### src/rtl/huffman_pkg.sv
// huffman_pkg: shared widths, table entry field positions and FSM state encoding
package huffman_pkg;
  localparam int ADDR_W  = 6;
  localparam int DATA_W  = 12;
  localparam int LEN_W   = 4;
  localparam int CODE_W  = 8;
  localparam int MAX_LEN = 8;
  localparam int LEN_LO  = 8;
  localparam int CODE_LO = 0;
  typedef enum logic [1:0] {IDLE, FETCH, LOAD, SHIFT} state_e;
endpackage

### src/rtl/huffman_if.sv
// huffman_if: symbol input, table read port and serial output bundle
// master: symbol source / table / bit sink side; slave: the encoder
interface huffman_if #(
  parameter int ADDR_W = huffman_pkg::ADDR_W,
  parameter int DATA_W = huffman_pkg::DATA_W
);
  logic [ADDR_W-1:0] sym;
  logic              sym_valid;
  logic              sym_ready;
  logic              mem_modeselect;
  logic [ADDR_W-1:0] mem_addr;
  logic [DATA_W-1:0] mem_data;
  logic              ser_bit;
  logic              ser_valid;
  logic              ser_ready;
  logic              ser_last;
  logic              err;
  modport master (
    output sym, sym_valid, mem_data, ser_ready,
    input  sym_ready, mem_modeselect, mem_addr, ser_bit, ser_valid, ser_last, err
  );
  modport slave (
    input  sym, sym_valid, mem_data, ser_ready,
    output sym_ready, mem_modeselect, mem_addr, ser_bit, ser_valid, ser_last, err
  );
endinterface

### src/rtl/huffman_shifter.sv
// huffman_shifter: MSB-first code serializer with valid/ready output handshake
// load_i/len_i/code_i start a code; ser_*_o are registered; done_o flags the last-bit handshake
module huffman_shifter import huffman_pkg::*; (
  input  logic              clock,
  input  logic              reset_n,
  input  logic              load_i,
  input  logic [LEN_W-1:0]  len_i,
  input  logic [CODE_W-1:0] code_i,
  input  logic              ser_ready_i,
  output logic              ser_bit_o,
  output logic              ser_valid_o,
  output logic              ser_last_o,
  output logic              done_o
);
  logic [CODE_W-1:0] sh_q, sh_d, aligned;
  logic [LEN_W-1:0]  cnt_q, cnt_d;
  logic              bit_q, bit_d, valid_q, valid_d, last_q, last_d, adv;
  // left-justify the code so its top bit is always at the MSB
  assign aligned = code_i << (LEN_W'(CODE_W) - len_i);
  assign adv     = valid_q & ser_ready_i;
  assign done_o  = adv & last_q;
  always_comb begin
    sh_d    = load_i ? aligned << 1 : adv ? sh_q << 1 : sh_q;
    bit_d   = load_i ? aligned[CODE_W-1] : adv ? sh_q[CODE_W-1] : bit_q;
    cnt_d   = load_i ? len_i : adv ? cnt_q - 1'b1 : cnt_q;
    valid_d = load_i ? 1'b1 : adv ? cnt_q != LEN_W'(1) : valid_q;
    last_d  = load_i ? len_i == LEN_W'(1) : adv ? cnt_q == LEN_W'(2) : last_q;
  end
  always_ff @(posedge clock or negedge reset_n) begin
    if (!reset_n) begin
      sh_q    <= '0;
      cnt_q   <= '0;
      bit_q   <= 1'b0;
      valid_q <= 1'b0;
      last_q  <= 1'b0;
    end else begin
      sh_q    <= sh_d;
      cnt_q   <= cnt_d;
      bit_q   <= bit_d;
      valid_q <= valid_d;
      last_q  <= last_d;
    end
  end
  assign ser_bit_o   = bit_q;
  assign ser_valid_o = valid_q;
  assign ser_last_o  = last_q;
endmodule

### src/rtl/huffman_tx.sv
// huffman_tx: table-driven Huffman encoder emitting one code bit per handshake
// clock/reset_n plain ports; bus (slave) carries sym, table read port, serial output and err
module huffman_tx #(
  parameter int ADDR_W  = huffman_pkg::ADDR_W,
  parameter int DATA_W  = huffman_pkg::DATA_W,
  parameter int MAX_LEN = huffman_pkg::MAX_LEN
) (
  input logic      clock,
  input logic      reset_n,
  huffman_if.slave bus
);
  import huffman_pkg::*;
  state_e            state_q;
  logic [ADDR_W-1:0] mem_addr_q;
  logic              err_q, legal, load, done;
  logic [DATA_W-1:0] entry;
  logic [LEN_W-1:0]  len;
  logic [CODE_W-1:0] code;
  assign entry = bus.mem_data;
  assign len   = entry[LEN_LO +: LEN_W];
  assign code  = entry[CODE_LO +: CODE_W];
  assign legal = len != '0 && int'(len) <= MAX_LEN;
  assign load  = state_q == LOAD && legal;
  always_ff @(posedge clock or negedge reset_n) begin
    if (!reset_n) begin
      state_q    <= IDLE;
      mem_addr_q <= '0;
      err_q      <= 1'b0;
    end else begin
      err_q <= 1'b0;
      case (state_q)
        IDLE: if (bus.sym_valid) begin
          mem_addr_q <= bus.sym;
          state_q    <= FETCH;
        end
        FETCH: state_q <= LOAD;
        LOAD: begin
          state_q <= legal ? SHIFT : IDLE;
          err_q   <= !legal;
        end
        SHIFT: if (done) state_q <= IDLE;
        default: state_q <= IDLE;
      endcase
    end
  end
  // gated by reset_n so the block refuses symbols while held in reset
  assign bus.sym_ready      = reset_n && state_q == IDLE;
  assign bus.mem_modeselect = 1'b0;
  assign bus.mem_addr       = mem_addr_q;
  assign bus.err            = err_q;
  huffman_shifter u_shift (
    .clock       (clock),
    .reset_n     (reset_n),
    .load_i      (load),
    .len_i       (len),
    .code_i      (code),
    .ser_ready_i (bus.ser_ready),
    .ser_bit_o   (bus.ser_bit),
    .ser_valid_o (bus.ser_valid),
    .ser_last_o  (bus.ser_last),
    .done_o      (done)
  );
endmodule

### src/flat_wrapper.sv
// flat-port wrapper written by rule: the top's interface ports become plain ports
module huffman_tx_flat import huffman_pkg::*;
#(
  parameter int ADDR_W  = huffman_pkg::ADDR_W,
  parameter int DATA_W  = huffman_pkg::DATA_W,
  parameter int MAX_LEN = huffman_pkg::MAX_LEN
)
  (clock, reset_n, bus_sym, bus_sym_valid, bus_mem_data, bus_ser_ready, bus_sym_ready, bus_mem_modeselect, bus_mem_addr, bus_ser_bit, bus_ser_valid, bus_ser_last, bus_err);
  huffman_if #(.ADDR_W(ADDR_W), .DATA_W(DATA_W)) bus_i ();
  input logic clock;
  input logic reset_n;
  input wire logic [$bits(bus_i.sym)-1:0] bus_sym;
  input wire logic [$bits(bus_i.sym_valid)-1:0] bus_sym_valid;
  input wire logic [$bits(bus_i.mem_data)-1:0] bus_mem_data;
  input wire logic [$bits(bus_i.ser_ready)-1:0] bus_ser_ready;
  output wire logic [$bits(bus_i.sym_ready)-1:0] bus_sym_ready;
  output wire logic [$bits(bus_i.mem_modeselect)-1:0] bus_mem_modeselect;
  output wire logic [$bits(bus_i.mem_addr)-1:0] bus_mem_addr;
  output wire logic [$bits(bus_i.ser_bit)-1:0] bus_ser_bit;
  output wire logic [$bits(bus_i.ser_valid)-1:0] bus_ser_valid;
  output wire logic [$bits(bus_i.ser_last)-1:0] bus_ser_last;
  output wire logic [$bits(bus_i.err)-1:0] bus_err;
  assign bus_i.sym = bus_sym;
  assign bus_i.sym_valid = bus_sym_valid;
  assign bus_i.mem_data = bus_mem_data;
  assign bus_i.ser_ready = bus_ser_ready;
  assign bus_sym_ready = bus_i.sym_ready;
  assign bus_mem_modeselect = bus_i.mem_modeselect;
  assign bus_mem_addr = bus_i.mem_addr;
  assign bus_ser_bit = bus_i.ser_bit;
  assign bus_ser_valid = bus_i.ser_valid;
  assign bus_ser_last = bus_i.ser_last;
  assign bus_err = bus_i.err;
  huffman_tx #(.ADDR_W(ADDR_W), .DATA_W(DATA_W), .MAX_LEN(MAX_LEN)) u_core (.clock(clock), .reset_n(reset_n), .bus(bus_i));
endmodule
### config.mk
export PLATFORM = sky130hd
export DESIGN_NAME = huffman_tx_flat
export DESIGN_NICKNAME = d
export VERILOG_FILES = /design/src/rtl/huffman_pkg.sv /design/src/rtl/huffman_if.sv /design/src/rtl/huffman_shifter.sv /design/src/rtl/huffman_tx.sv /design/src/flat_wrapper.sv
export SDC_FILE = /design/constraint.sdc
export NUM_CORES = 1
export LEC_CHECK = 0
export ABC_AREA = 1
export CORE_MARGIN = 2
export CORE_UTILIZATION = 40
export CTS_CLUSTER_SIZE = 12
export DETAILED_ROUTE_END_ITERATION = 12
export DONT_BUFFER_PORTS = 1
export SETUP_SLACK_MARGIN = 0.15
export SLEW_MARGIN = 25
export SYNTH_ARGS = -nofsm -noshare
export SYNTH_HDL_FRONTEND = slang
export SYNTH_SLANG_ARGS = --single-unit
### constraint.sdc
create_clock -name clock -period 1.2 [get_ports clock]
set_input_delay 0.3 -clock clock [delete_from_list [all_inputs] [get_ports clock]]
set_output_delay 0.3 -clock clock [all_outputs]
set_load 0.01 [all_outputs]
Word-level counts from Yosys, hierarchy flattened
Index checks and enable logic that the tools add are counted.

word-level totals
  input bits = 22
  bits in read-only memories = 0
  word-level logic and storage cells = 46
  flip-flop bits (word level) = 24
  RAM bits = 0
  output and inout bits = 12
  bits in latches = 0
  memories kept = 0

operators by class
  divide/modulo/power cells = 0
  $lt $le $gt $ge = 1
  eq/ne operators = 8
  muxes and demuxes = 15
  bitwise logic cells = 2
  shifts and indexed selects = 1
  multipliers = 0
  reduce and logical (&&, ||, !) cells = 9
  add/subtract/negate cells = 2

operators with widths
  kind                                                   count
  two-way mux 8 bit                                      2
  two-way mux 4 bit                                      2
  one-hot mux 2 bit (4 select lines)                     1
  left shift 8 x 4 -> 8 bit                              1
  two-way mux 1 bit                                      7
  two-way mux 2 bit                                      3
  == test 2 bit, second input constant                   2
  == test 4 x 1 -> 1 bit, second input constant          1
  == test 4 x 2 -> 1 bit, second input constant          1
  <= comparator 4 bit, second input constant             1
  inequality test 4 x 1 -> 1 bit, second input constant  1
  AND reduction 2 bit                                    2
  nonzero test 4 bit                                     1
  subtractor 4 x 1 -> 4 bit, second input constant       1
  subtractor 4 bit, first input constant                 1
  logical AND 1 bit                                      3
  AND 1 bit                                              2
  == test 2 x 1 -> 1 bit, second input constant          1
  logical NOT 2 bit                                      1
  inequality test 2 x 1 -> 1 bit, second input constant  1
  inequality test 2 bit, second input constant           1
  nonzero test 2 bit                                     1
  logical NOT 1 bit                                      1

Depth between registers and ports, before layout
  word-level depth = 4
  gate-level depth with buffers = 9
  mapped depth without buffers = 9

Hierarchy
From an unflattened synthesis, not the netlist that was laid out.

unflattened totals
  cells, all modules = 197
  area, all modules = 1473.9 um2

by module, submodules not included
  module           cells each  times used  area each (um2)  sequential area each (um2)
  huffman_shifter  147         1           1049.8           350.3
  huffman_tx       50          1           424.2            225.2

Worst setup path before layout
No wires, ideal clock.

  path kind = input port to flip-flop
  start point = input bus_mem_data[8]
  end point = register u_core.u_shift.sh_q[5]
  stages = 8
  arrival time = 1.439 ns
  setup slack = -0.316 ns
  path buffers = 1
  library setup time = 0.077 ns
  data required time = 1.123 ns
  cells stage by stage = clkinv_1 > ha_1 > clkbuf_8 > nor3_1 > nand2_1 > nand2_1 > nand2_1 > a21oi_1

on the way
  longest elaborated chain between the ends = 4
  elaborated cells between the ends (all ways) = 8
  those cells by class = 1 x add/sub; 1 x order compare; 1 x shift; 1 x mux; 4 x reduce/logical

RTL lines
  item                                                                      RTL line               RTL
  start: declaration                                                        flat_wrapper.sv:14     input wire logic [$bits(bus_i.mem_data)-1:0] bus_mem_data;
  parallel branches: the longest is 4 deep, another holds subtractor 4 bit  -
  end signal: assignment                                                    huffman_shifter.sv:31  sh_q <= '0;
  end signal: assignment                                                    huffman_shifter.sv:37  sh_q <= sh_d;
  end: declaration                                                          huffman_shifter.sv:15  logic [CODE_W-1:0] sh_q, sh_d, aligned;

Several ways; the timed one is not identified.
A chain may end at the register's enable or synchronous reset.

Final worst setup path
  start point = register u_core.state_q[0]
  end point = output bus_sym_ready

on the way
  longest elaborated chain between the ends = 2

RTL lines
  item                      RTL line            RTL
  start: declaration        huffman_tx.sv:13    state_e state_q;
  start signal: assignment  huffman_tx.sv:38    state_q <= legal ? SHIFT : IDLE;
  logical NOT 2 bit         huffman_tx.sv:47    assign bus.sym_ready = reset_n && state_q == IDLE;
  logical AND 1 bit         huffman_tx.sv:47
  end: declaration          flat_wrapper.sv:16  output wire logic [$bits(bus_i.sym_ready)-1:0] bus_sym_ready;

No other way between the ends.

==> impl_metrics.tcl <==
set metrics [dict create \
    status "finished, violations left" \
    violations "negative setup slack" \
    globalplace.congestion 0.770 \
    drtPass1Iterations 4 \
    crit_family "flip-flops" \
    num_rows 21 \
    post_synth_num_cell_types 27 \
    cp_data_arrival_time_ns 1.13 \
    yosys_warnings 0 \
    syn2layout_area_growth_pct 31.8 \
    syn_inst 178 \
    fp.dieW_microns 63.1 \
    wl_per_cell_microns 13.0 \
    dp_worst_setup_slack_ns -0.0870 \
    synthesis.area_sq_um 1400 \
    async_flop_share 1.00 \
    endpoint_kind "primary output" \
    core_sq_um 3340 \
    grt_pass1_wl_mm 5.43 \
    cts_sinks 23 \
    worstMarginPinSlew_ns 0.522 \
    wirelength_mm 3.24 \
    slowest_stage "dfrtp_1" \
    clkTransAtPathRegs_ns 0.13 \
    min_period_over_period 1.19 \
    p_leak_uw 0.000861 \
    first_global_vias 1275 \
    synth_seq_cells 23 \
    place_hpwl_mm 2.38 \
    synth_xor_area_frac 0.0250 \
    grtUsageTotal 0.170 \
    grt_antenna_before_repair 0 \
    hold_violations 0 \
    hp-class "in2reg" \
    cts-htree-levels 1 \
    fmax_mhz 697 \
    synth_fp_nets 205 \
    placed_area_sq_um 1630 \
    die_h_microns 63.1 \
    cts_tree "yes" \
    synth_mux_area_frac 0.0483 \
    synth_edf_count 0 \
    worst-path-buf-inv 2 \
    clockBufferDepth 2 \
    initial_core_util 0.419 \
    path_cells "buf_6 -> nor3b_2 -> buf_4" \
    clockRootBuffer "clkbuf_4" \
    synth-seq-area-share 0.411 \
    cp.required_ns 0.90 \
    via_per_inst 5.16 \
    grt_overflow 0 \
    n_antenna_cell 0 \
    drive_gt1_frac 0.333 \
    worst_clock_skew_ns 0.00934 \
    slowest_delay_ns 0.41 \
    final_area_sq_um 1840 \
    maxCapViolations 0 \
    synth_simple_gate_area_frac 0.306 \
    io_buffers 0 \
    vias 1290 \
    synth_compound_area_frac 0.0948 \
    rsz0062_at_grt "true" \
    numCtsBuffers 3 \
    syn_avg_cell_area_sq_um 7.86 \
    crit_fanout 3 \
    peakVddDrop_mv 0.624 \
    fin_ws_ns -0.234 \
    drt_iter0_drc 63 \
    crit_path_start_kind "flip-flop" \
    fin_hold_ws_ns 0.0975 \
    worstSkewPairLatency_ns 0.31 \
    ant_nets 0 \
    synth_top_family_by_area "simple AND/OR/NAND/NOR gates" \
    synth_ff_type "dfrtp_1" \
    relSlewSlack 0.652 \
    drv_slew 0 \
    layout.nets 232 \
    route.detailed.drc 0 \
    cellPowerDensity_nw_per_um2 1990 \
    die-area_sq_um 3990 \
    ios 34 \
    final-setup-viol-count 22 \
    grt_max_degree 24 \
    synth_adder_area_share 0.0447 \
    critical_path_class "reg2out" \
    period_minus_slack_ns 1.43 \
]
==> cell usage in the layout (no fill, tap or decap), drive strengths merged <==
| cell | instances |
|---|---|
| xnor2 | 2 |
| o21ai | 11 |
| nand2 | 52 |
| nand4 | 1 |
| dlygate4sd3 | 1 |
| nor3 | 1 |
| dfrtp | 23 |
| nor3b | 1 |
| o211ai | 3 |
| buf | 25 |
| xor2 | 2 |
| clkbuf | 3 |
| clkinv | 2 |
| ha | 5 |
| a21oi | 11 |
| mux2 | 6 |
| conb | 1 |
| nor2 | 14 |
| inv | 13 |
| nand3 | 27 |
==> where the power goes <==
group | switching [uW] | internal, uW
logic | 924 | 936
clock network | 239 | 124
registers | 301 | 1140
total | 1460 | 2200
==> synth_stat cells, types with 2 or more instances <==
master	count	area, sq um
inv_1	12	45.0
xnor2_1	2	17.5
nand2_2	3	18.8
ha_1	5	62.6
nor2_1	12	45.0
xor2_1	2	17.5
nand3_1	26	130
nand2_1	48	180
mux2_2	6	67.6
dfrtp_1	23	576
a21oi_1	11	55.1
o21ai_0	11	55.1
o211ai_1	3	22.5
==> layer usage <==
layer  track usage  share of wire  up-vias
met3        0.0232          0.052        2
li1              -              -      637
met5             0              0        -
met4        0.0500         0.0049        0
met2         0.309           0.51       43
met1         0.209           0.43      608
==> cell families after synthesis <==
kind of cell	after synthesis
other	1
AOI/OAI and AO/OA	25
xor gates and xnor gates	4
muxes	6
and+or+nand+nor	95
DFF	23
buffers and inverters	19
adders and majority gates	5
==> path summary, 6_finish.rpt <==
kind	slack (ns)	end	cells past startpoint	startpoint
max	-0.23	bus_sym_ready	3	u_core.state_q[0]$_DFFE_PN0P_
min	0.1	u_core.u_shift.cnt_q[0]$_DFFE_PN0P_	2	bus_mem_data[8]
max reg2reg	-0.16	u_core.u_shift.ser_last_o$_DFFE_PN0P_	9	u_core.state_q[0]$_DFFE_PN0P_
min reg2reg	0.52	u_core.u_shift.sh_q[1]$_DFFE_PN0P_	2	u_core.u_shift.sh_q[1]$_DFFE_PN0P_
max in group asynchronous	0.35	u_core.u_shift.ser_bit_o$_DFFE_PN0P_	2	reset_n
min in group asynchronous	0.49	u_core.u_shift.ser_valid_o$_DFFE_PN0P_	2	reset_n
==> state kept, by name, indices dropped and copies added, names as in the netlist <==
signal                      count
u_core.bus.err                  1
u_core.bus.mem_addr             6
u_core.state_q                  2
u_core.u_shift.cnt_q            4
u_core.u_shift.ser_bit_o        1
u_core.u_shift.ser_last_o       1
u_core.u_shift.ser_valid_o      1
u_core.u_shift.sh_q             7
==> final cells by class <==
cell class	count	area, sq um
clock inverter	1	5.00
sequential	23	576
inverter	14	98.8
multi-input combinational	137	850
timing repair buffer	26	234
tap	46	57.6
clock buffer	3	22.5
fill	314	1490
==> per-stage QoR <==
stage | utilization | instances | total power, uW | setup TNS (ns)
final | 0.552 | 250 | 3670 | -2.41
after global routing | 0.552 | 250 | 3950 | -3.91
after CTS | 0.548 | 249 | 3650 | -4.47
after detailed placement | 0.487 | 234 | 2890 | -0.638
after global placement | 0.487 | 234 | 2820 | -0.249
after floorplan | - | 178 | 2480 | 0
==> repair_timing <==
action                                  4_1_cts  5_1_grt
endpoints found under the setup margin       32       33
gates cloned                                  1        0
hold buffers                                  1        1
endpoints found under the hold margin        23       23
gates resized for setup                      26        2
pin swaps                                     6        2
buffers inserted                              9        0
(Power assumes the default switching activity.)
